### src/rtl/game_pkg.sv
// Shared game definitions: one-hot status encoding used by the FSM and the
// VGA colour stage, plus the default win and time-limit constants.
package game_pkg;

    typedef enum logic [3:0] {
        ST_WAIT = 4'b1000,
        ST_PLAY = 4'b0100,
        ST_WIN  = 4'b0010,
        ST_LOSE = 4'b0001
    } status_t;

    localparam int WIN_SCORE_DEF  = 20;
    localparam int TIME_LIMIT_DEF = 1800;

endpackage : game_pkg

### src/rtl/frame_tick_sync.sv
// Brings the asynchronous VGA VS into the Clk domain and turns each rising
// edge into a single registered Clk-wide frame_tick pulse.
module frame_tick_sync (
    input  logic clk,
    input  logic rst_n,
    input  logic frame_clk,
    output logic frame_tick
);

    logic sync0_r;
    logic sync1_r;
    logic prev_r;
    logic tick_r;

    // Two-flop synchroniser followed by a registered rising-edge detector.
    always_ff @(posedge clk or negedge rst_n) begin
        if (!rst_n) begin
            sync0_r <= 1'b0;
            sync1_r <= 1'b0;
            prev_r  <= 1'b0;
            tick_r  <= 1'b0;
        end else begin
            sync0_r <= frame_clk;
            sync1_r <= sync0_r;
            prev_r  <= sync1_r;
            tick_r  <= sync1_r & ~prev_r;
        end
    end

    assign frame_tick = tick_r;

endmodule : frame_tick_sync

### src/rtl/game_status_fsm.sv
// Game controller: wait/play/win/lose status, coin score, play timer and the
// new-run game_reset pulse. Define GAME_LIVES_EN for the lives/immunity variant.
module game_status_fsm
    import game_pkg::*;
#(
    parameter int SCORE_W    = 8,
    parameter int WIN_SCORE  = WIN_SCORE_DEF,
    parameter int TIME_LIMIT = TIME_LIMIT_DEF,
    parameter int TIME_W     = 11,
    parameter int END_HOLD   = 60
`ifdef GAME_LIVES_EN
    ,
    parameter int NUM_LIVES     = 3,
    parameter int INVULN_FRAMES = 90
`endif
) (
    input  logic               Clk,
    input  logic               Reset_n,
    input  logic               frame_clk,
    input  logic               start_key,
    input  logic               collision,
    input  logic               coin_hit,
    output logic [3:0]         status,
    output logic [SCORE_W-1:0] score,
    output logic [TIME_W-1:0]  frames_left,
    output logic               game_reset
`ifdef GAME_LIVES_EN
    ,
    output logic [1:0]         lives
`endif
);

    localparam int HOLD_W = $clog2(END_HOLD + 1);
    localparam logic [3:0] S_WAIT = ST_WAIT;
    localparam logic [3:0] S_PLAY = ST_PLAY;
    localparam logic [3:0] S_WIN  = ST_WIN;
    localparam logic [3:0] S_LOSE = ST_LOSE;

    logic [3:0]         state_r,  state_s;
    logic [SCORE_W-1:0] score_r,  score_s;
    logic [TIME_W-1:0]  frames_r, frames_s;
    logic [HOLD_W-1:0]  hold_r,   hold_s;
    logic               game_reset_r, game_reset_s;
    logic               key_armed_r;
    logic               key_press_s;
    logic               key_used_s;
    logic               hit_s;
    logic               frame_tick_s;
`ifdef GAME_LIVES_EN
    localparam int INV_W = $clog2(INVULN_FRAMES + 1);
    logic [1:0]         lives_r,  lives_s;
    logic [INV_W-1:0]   invuln_r, invuln_s;
`endif

    frame_tick_sync u_frame_tick_sync (
        .clk        (Clk),
        .rst_n      (Reset_n),
        .frame_clk  (frame_clk),
        .frame_tick (frame_tick_s)
    );

    // A press only counts once the key has been seen released since its last use.
    assign key_press_s = start_key & key_armed_r;

    // Next-state and next-output computation for the game FSM.
    always_comb begin
        state_s      = state_r;
        score_s      = score_r;
        frames_s     = frames_r;
        hold_s       = hold_r;
        game_reset_s = 1'b0;
        key_used_s   = 1'b0;
`ifdef GAME_LIVES_EN
        lives_s      = lives_r;
        invuln_s     = invuln_r;
        hit_s        = collision && (invuln_r == INV_W'(0));
`else
        hit_s        = collision;
`endif
        case (state_r)
            S_WAIT: begin
                if (key_press_s) begin
                    state_s      = S_PLAY;
                    score_s      = SCORE_W'(0);
                    frames_s     = TIME_W'(TIME_LIMIT);
                    game_reset_s = 1'b1;
                    key_used_s   = 1'b1;
`ifdef GAME_LIVES_EN
                    lives_s      = 2'(NUM_LIVES);
                    invuln_s     = INV_W'(0);
`endif
                end else begin
                    state_s = S_WAIT;
                end
            end
            S_PLAY: begin
                if (hit_s) begin
`ifdef GAME_LIVES_EN
                    lives_s = lives_r - 2'd1;
                    if (lives_r <= 2'd1) begin
                        state_s = S_LOSE;
                        hold_s  = HOLD_W'(0);
                    end else begin
                        invuln_s = INV_W'(INVULN_FRAMES);
                    end
`else
                    state_s = S_LOSE;
                    hold_s  = HOLD_W'(0);
`endif
                end else begin
                    if (coin_hit && (score_r < SCORE_W'(WIN_SCORE))) begin
                        score_s = score_r + 1'b1;
                    end else begin
                        score_s = score_r;
                    end
                    if (frame_tick_s && (frames_r != TIME_W'(0))) begin
                        frames_s = frames_r - 1'b1;
                    end else begin
                        frames_s = frames_r;
                    end
`ifdef GAME_LIVES_EN
                    if (frame_tick_s && (invuln_r != INV_W'(0))) begin
                        invuln_s = invuln_r - 1'b1;
                    end else begin
                        invuln_s = invuln_r;
                    end
`endif
                    // The winning coin outranks a simultaneous time-out.
                    if (coin_hit && (score_r == SCORE_W'(WIN_SCORE - 1))) begin
                        state_s = S_WIN;
                        hold_s  = HOLD_W'(0);
                    end else if (frame_tick_s && (frames_r == TIME_W'(1))) begin
                        state_s = S_LOSE;
                        hold_s  = HOLD_W'(0);
                    end else begin
                        state_s = S_PLAY;
                    end
                end
            end
            S_WIN, S_LOSE: begin
                if (key_press_s && (hold_r == HOLD_W'(END_HOLD))) begin
                    state_s    = S_WAIT;
                    key_used_s = 1'b1;
                end else if (frame_tick_s && (hold_r < HOLD_W'(END_HOLD))) begin
                    hold_s = hold_r + 1'b1;
                end else begin
                    hold_s = hold_r;
                end
            end
            default: begin
                state_s = S_WAIT;
            end
        endcase
    end

    // State and output registers.
    always_ff @(posedge Clk or negedge Reset_n) begin
        if (!Reset_n) begin
            state_r      <= S_WAIT;
            score_r      <= SCORE_W'(0);
            frames_r     <= TIME_W'(TIME_LIMIT);
            hold_r       <= HOLD_W'(0);
            game_reset_r <= 1'b0;
            key_armed_r  <= 1'b0;
`ifdef GAME_LIVES_EN
            lives_r      <= 2'(NUM_LIVES);
            invuln_r     <= INV_W'(0);
`endif
        end else begin
            state_r      <= state_s;
            score_r      <= score_s;
            frames_r     <= frames_s;
            hold_r       <= hold_s;
            game_reset_r <= game_reset_s;
            if (key_used_s) begin
                key_armed_r <= 1'b0;
            end else if (!start_key) begin
                key_armed_r <= 1'b1;
            end else begin
                key_armed_r <= key_armed_r;
            end
`ifdef GAME_LIVES_EN
            lives_r      <= lives_s;
            invuln_r     <= invuln_s;
`endif
        end
    end

    assign status      = state_r;
    assign score       = score_r;
    assign frames_left = frames_r;
    assign game_reset  = game_reset_r;
`ifdef GAME_LIVES_EN
    assign lives       = lives_r;
`endif

endmodule : game_status_fsm

### config.mk
export PLATFORM = sky130hd
export DESIGN_NAME = game_status_fsm
export DESIGN_NICKNAME = d
export VERILOG_FILES = /design/src/rtl/game_pkg.sv /design/src/rtl/frame_tick_sync.sv /design/src/rtl/game_status_fsm.sv
export SDC_FILE = /design/constraint.sdc
export NUM_CORES = 1
export LEC_CHECK = 0
export ABC_AREA = 1
export BUFFER_PORTS_ARGS = -buffer_cell sky130_fd_sc_hd__buf_2
export CORE_MARGIN = 2
export CORE_UTILIZATION = 40
export DETAILED_ROUTE_END_ITERATION = 8
export SETUP_SLACK_MARGIN = 0.5
export SLEW_MARGIN = 10
export SYNTH_ARGS = -nofsm -noshare
export SYNTH_HDL_FRONTEND = slang
export SYNTH_SLANG_ARGS = --single-unit
### constraint.sdc
create_clock -name Clk -period 1.75 [get_ports Clk]
set_clock_uncertainty 0.15 [all_clocks]
set_input_delay 0.175 -clock Clk [delete_from_list [all_inputs] [get_ports Clk]]
set_output_delay 0.175 -clock Clk [all_outputs]
set_load 0.01 [all_outputs]
---- Word-level counts from Yosys, hierarchy flattened ----
Index checks and enable logic that the tools add are counted.
storage, ports and cells
  register bits ........................... 35
  bits in latches ......................... 0
  RAM bits ................................ 0
  memory bits (read-only) ................. 0
  input bits .............................. 6
  output and inout port bits .............. 24
  word-level logic and storage cells ...... 73
  memories ................................ 0
operators by class
  add/sub/neg operators ................... 3
  multiply operators ...................... 0
  div/mod/pow operators ................... 0
  order comparisons ....................... 2
  eq/ne operators ......................... 16
  shifts and indexed selects .............. 0
  muxes and demuxes ....................... 26
  bitwise operators ....................... 3
  reductions and logical operators ........ 13
operators by type and width
  kind                   count
  $mux 11                3
  $mux 6                 5
  $mux 8                 3
  $pmux 11 s2            1
  $pmux 8 s2             1
  $ne 2x2->1 const B     7
  $pmux 4 s3             1
  $pmux 6 s2             1
  $reduce_and 4->1       3
  $eq 11x1->1 const B    1
  $reduce_bool 11->1     1
  $sub 11x1->11 const B  1
  $mux 3                 3
  $add 8x1->8 const B    1
  $eq 8x5->1 const B     1
  $lt 8x5->1 const B     1
  $mux 4                 2
  $add 6x1->6 const B    1
  $eq 6x6->1 const B     1
  $logic_and 1x1->1      6
  $lt 6x6->1 const B     1
  $mux 1                 5
  $eq 4x1->1 const B     1
  $eq 4x2->1 const B     1
  9 further kinds        11

---- Logic depth before layout (Yosys ltp) ----
  word-level depth ........................ 6
  depth in mapped cells ................... 10
  depth with buffers taken out ............ 10

---- Hierarchy ----
From an unflattened synthesis, not the netlist that was laid out.
unflattened totals
  cells, all modules ...................... 269
  area, all modules ....................... 1964.4 um2
modules (own cells, without submodules)
  module           instances  cells an instance  area each (um2)  seq. area each (um2)
  game_status_fsm  1          263                1854.3           782.0
  frame_tick_sync  1          6                  110.1            100.1

---- Worst setup path before layout ----
No wires, ideal clock.
  path type ............................... reg-to-reg
  start point ............................. register frames_r[0], in the netlist frames_left[0]
  end point ............................... register frames_r[2], in the netlist frames_left[2]
  library setup time ...................... 0.066 ns
  arrival time ............................ 1.339 ns
  data required time ...................... 1.534 ns
  setup slack ............................. 0.196 ns
  cell stages (with the launch flop) ...... 8
  buffers on the path ..................... 0
  period minus slack after synthesis ...... 1.554 ns
  cell sequence ........................... dfrtp_1 -> inv_1 -> ha_1 -> inv_1 -> or2_2 -> a21oi_1 -> nand2_1 -> nand2_1
between the ends
  cells in the longest elaborated chain, start to end .. 4
  elaborated cells between the ends (all ways) .. 8
  those cells by class .................... 1 x add/sub; 1 x eq/ne; 3 x mux; 3 x reduce/logical
RTL lines
  item                                                 RTL line                                        text
  start: declaration                                   game_status_fsm.sv:41                           logic [TIME_W-1:0] frames_r, frames_s;
  start signal: assignment                             game_status_fsm.sv:161                          frames_r <= TIME_W'(TIME_LIMIT);
  start signal: assignment                             game_status_fsm.sv:172                          frames_r <= frames_s;
  $sub 11x1->11 or $reduce_bool 11->1 (tied branches)  game_status_fsm.sv:117, game_status_fsm.sv:116
  $mux 11 or $logic_and 1x1->1 (tied branches)         game_status_fsm.sv:116                          if (frame_tick_s && (frames_r != TIME_W'(0))) begin
  $mux 11 or $ne 2x2->1 (tied branches)                n/a
  $pmux 11 s2 or $reduce_and 4->1 (tied branches)      n/a
Parallel ways exist; a longest one is shown, timed or not. The select of a mux whose other input is x is not followed.
A chain may end at the register's enable or synchronous reset.

---- Worst setup path in the final report ----
  start point ............................. register frames_r[1], in the netlist frames_left[1]
  end point ............................... register frames_r[2], in the netlist frames_left[2]
The elaborated chain is that of the path after synthesis.

==> run summary <==
status = finished, final reports clean
post-synthesis adder-cell area fraction = 0.03729
RePlAce Congestion = 0.8874
DRT Pass-1 Iters = 4
Compound-Gate Fraction of Synth Area = 0.03418
Initial DRC Count = 78
CTS tree = built
Post-Route WL = 5583 um
Synth Cell Area = 2013 um^2
initial antenna violation count = 0
Worst Tran Pin Value = 0.4587 ns
DRT met1 WL = 2543 um
largest family of logic cells by synthesized area = simple AND/OR/NAND/NOR gates
crit path max fanout = 4
placed insts = 371
switch share = 0.4023
initial core utilization = 0.4207
Root Buffer = clkbuf_8
sequential share of power = 0.284
Synth Warn # = 0
max-slew violations = 0
top routing layer used = met4
r2r setup slk = 0.22 ns
number of remaining DRC errors = 0
layout cells sized above 1 = 0.4959
Hold Crit Class = in -> reg
Site Rows = 25
Fillers = 365
synth unique cells = 29
die area = 5617 um^2
Final period util = 0.8726
Routed wire per std cell = 12.98 um
number of clock sinks = 35
Peak Freq = 0.6549 GHz
Cells after Synth = 272
# nets final = 374
crit path kind = reg -> reg
Worst-path clk slew = 0.08 ns
internal power = 2.590 mW
Worst setup EP type = flop
Num CTS Buffers = 5
# IOs = 30
min cycle time layout = 1.527 ns
Arr. time, crit path = 1.60 ns
Clk Latency, worst-skew pair = 0.29 ns
vias per cell = 4.805
XOR/XNOR Fraction of Synth Area = 0.02175
WP data required = 1.83 ns
Leak Pwr = 1.641 nW
HPWL after DPL = 3137 um
Post-Synth Simple-Gate Area = 0.4015
clk buf depth = 2
GR Util All Layers = 0.2055
die height = 74.95 um
Syn Area/Cell = 7.401 um^2
Antenna Nets Post-Route = 0
Clk pwr share = 0.174
max-cap check violation count = 0
post-synthesis sequential area ratio = 0.4382
total power draw = 4.333 mW
setup_tns = 0 ns
post-synthesis mux area share = 0
largest net degree at the start of global routing = 36
hold depth = 5
area grow syn2layout = 64.33%
endpoints failing setup = 0
grt ovf = 0
total number of vias = 2066
Sw Pwr = 1.743 mW
CP Launch Type = flop
# port buffers = 29
pwr dens = 1310 nW/um^2
Ant. Diodes = 0
Die W = 74.95 um
Hold Vio Cnt, Final = 0
Post-Syn Nets = 284
worst rel slew slack = 0.6942
routed wl met3 = 173 um
Core ar. = 4786 um^2
H-tree depth = 2
unrepaired setup endpoints after global routing = yes
number of global-route vias before repair = 1945
Reg2Reg Depth = 8
Seq cells post-synth = 35
fin cells = 430
Worst VDD drop = 0.8584 mV
first-pass GRT wire length = 8728 um
Comb pwr share = 0.542
met2 WL = 2784 um
## logic make-up after synthesis
logic type,after synthesis
AND/OR/NAND/NOR,183
flip-flops,35
buffers and inverters,32
AO/OA/AOI/OAI,11
adder cells (fa/ha/maj),6
XOR/XNOR,5
## power by group through the flow
stage	registers [mW]	clock network, mW	logic, mW
global placement	1.23	0	1.28
floorplan	1.26	0	0.880
detailed placement	1.24	0	1.28
CTS	1.18	0.761	1.92
finish	1.23	0.754	2.35
global route	1.25	0.805	2.58
## critical path, cell delays in order, from the launching register on
cell	delay [ns]
dfrtp_1	0.41
inv_2	0.09
buf_4	0.12
ha_4	0.13
inv_1	0.05
or2_2	0.26
a21oi_1	0.13
nand2_1	0.06
nand2_1	0.05
## layout make-up
type | instances | area, um^2 | share of cell area
Tap cell | 67 | 83.83 | 0.02534
Sequential cell | 35 | 895.9 | 0.2708
Timing Repair Buffer | 86 | 768.2 | 0.2322
Inverter | 28 | 115.1 | 0.03480
Clock buffer | 5 | 68.82 | 0.02080
Clock inverter | 3 | 43.79 | 0.01324
Multi-Input combinational cell | 206 | 1333 | 0.4028
## cells in the final DEF, fill, tap and decap left out, drive strengths merged, types with 4 or more instances in the layout
| master | instances |
|---|---|
| ha | 6 |
| inv | 27 |
| nor2 | 43 |
| clkbuf | 5 |
| o21bai | 4 |
| dfrtp | 30 |
| nand4 | 4 |
| buf | 83 |
| nand3 | 36 |
| nand2 | 95 |
| xor2 | 4 |
| dfstp | 5 |
## state kept, by name, indices dropped and copies added, names as in the netlist
signal	flops
frames_left	11
game_reset	1
hold_r	6
key_armed_r	1
score	8
status	4
u_frame_tick_sync.frame_tick	1
u_frame_tick_sync.prev_r	1
u_frame_tick_sync.sync0_r	1
u_frame_tick_sync.sync1_r	1
## synthesized netlist by cell type (all sizes together)
| library cell | number | area [um^2] |
|---|---|---|
| a21oi | 2 | 10.01 |
| a31oi | 1 | 6.260 |
| buf | 4 | 28.78 |
| clkinv | 1 | 5.000 |
| dfrtp | 30 | 750.7 |
| dfstp | 5 | 131.4 |
| ha | 6 | 75.07 |
| inv | 27 | 101.4 |
| nand2 | 94 | 375.4 |
| nand3 | 36 | 190.2 |
| nand3b | 1 | 7.510 |
| nand4 | 4 | 31.28 |
| nor2 | 43 | 176.4 |
| nor3 | 3 | 15.01 |
| o21ai | 3 | 15.01 |
| o21bai | 4 | 30.03 |
| o31ai | 1 | 7.510 |
| or2 | 2 | 12.51 |
| xnor2 | 1 | 8.760 |
| xor2 | 4 | 35.03 |
## repair_timing
| action | 4_1_cts | 5_1_grt |
|---|---|---|
| hold endpoints to repair | 32 | 0 |
| buffers inserted | 34 | 13 |
| pin swaps | 27 | 14 |
| gates resized for setup | 54 | 62 |
| endpoints found under the setup margin | 39 | 50 |
| hold buffers | 3 | 0 |
| cloned | 1 | 0 |
## worst paths after layout
check	startpoint	end
worst max-delay path	frames_left[1]	frames_left[2]
worst min-delay path	coin_hit	status[1]
worst max register to register	frames_left[1]	frames_left[2]
worst min register to register	u_frame_tick_sync.sync0_r	u_frame_tick_sync.sync1_r
max in group asynchronous	Reset_n	frames_left[9]
min in group asynchronous	Reset_n	game_reset
## metal layers
layer,vias up,GRT usage
li1,1043,-
met5,-,0
met1,983,0.2766
met2,34,0.3265
met3,6,0.04150
met4,0,0.07937
## stage by stage
step	hold slack (ns)	util	setup slack [ns]	instance area, um^2
after global placement	0.09226	0.4842	0.1607	2317
after CTS	0.09911	0.6212	0.2469	2973
after detailed placement	0.09588	0.4842	0.1274	2317
after global routing	0.1048	0.6912	0.1346	3308
after floorplan	-0.2706	-	0.2557	2064
final	0.09600	0.6912	0.2230	3308
Power figures use the tool's default switching activity.
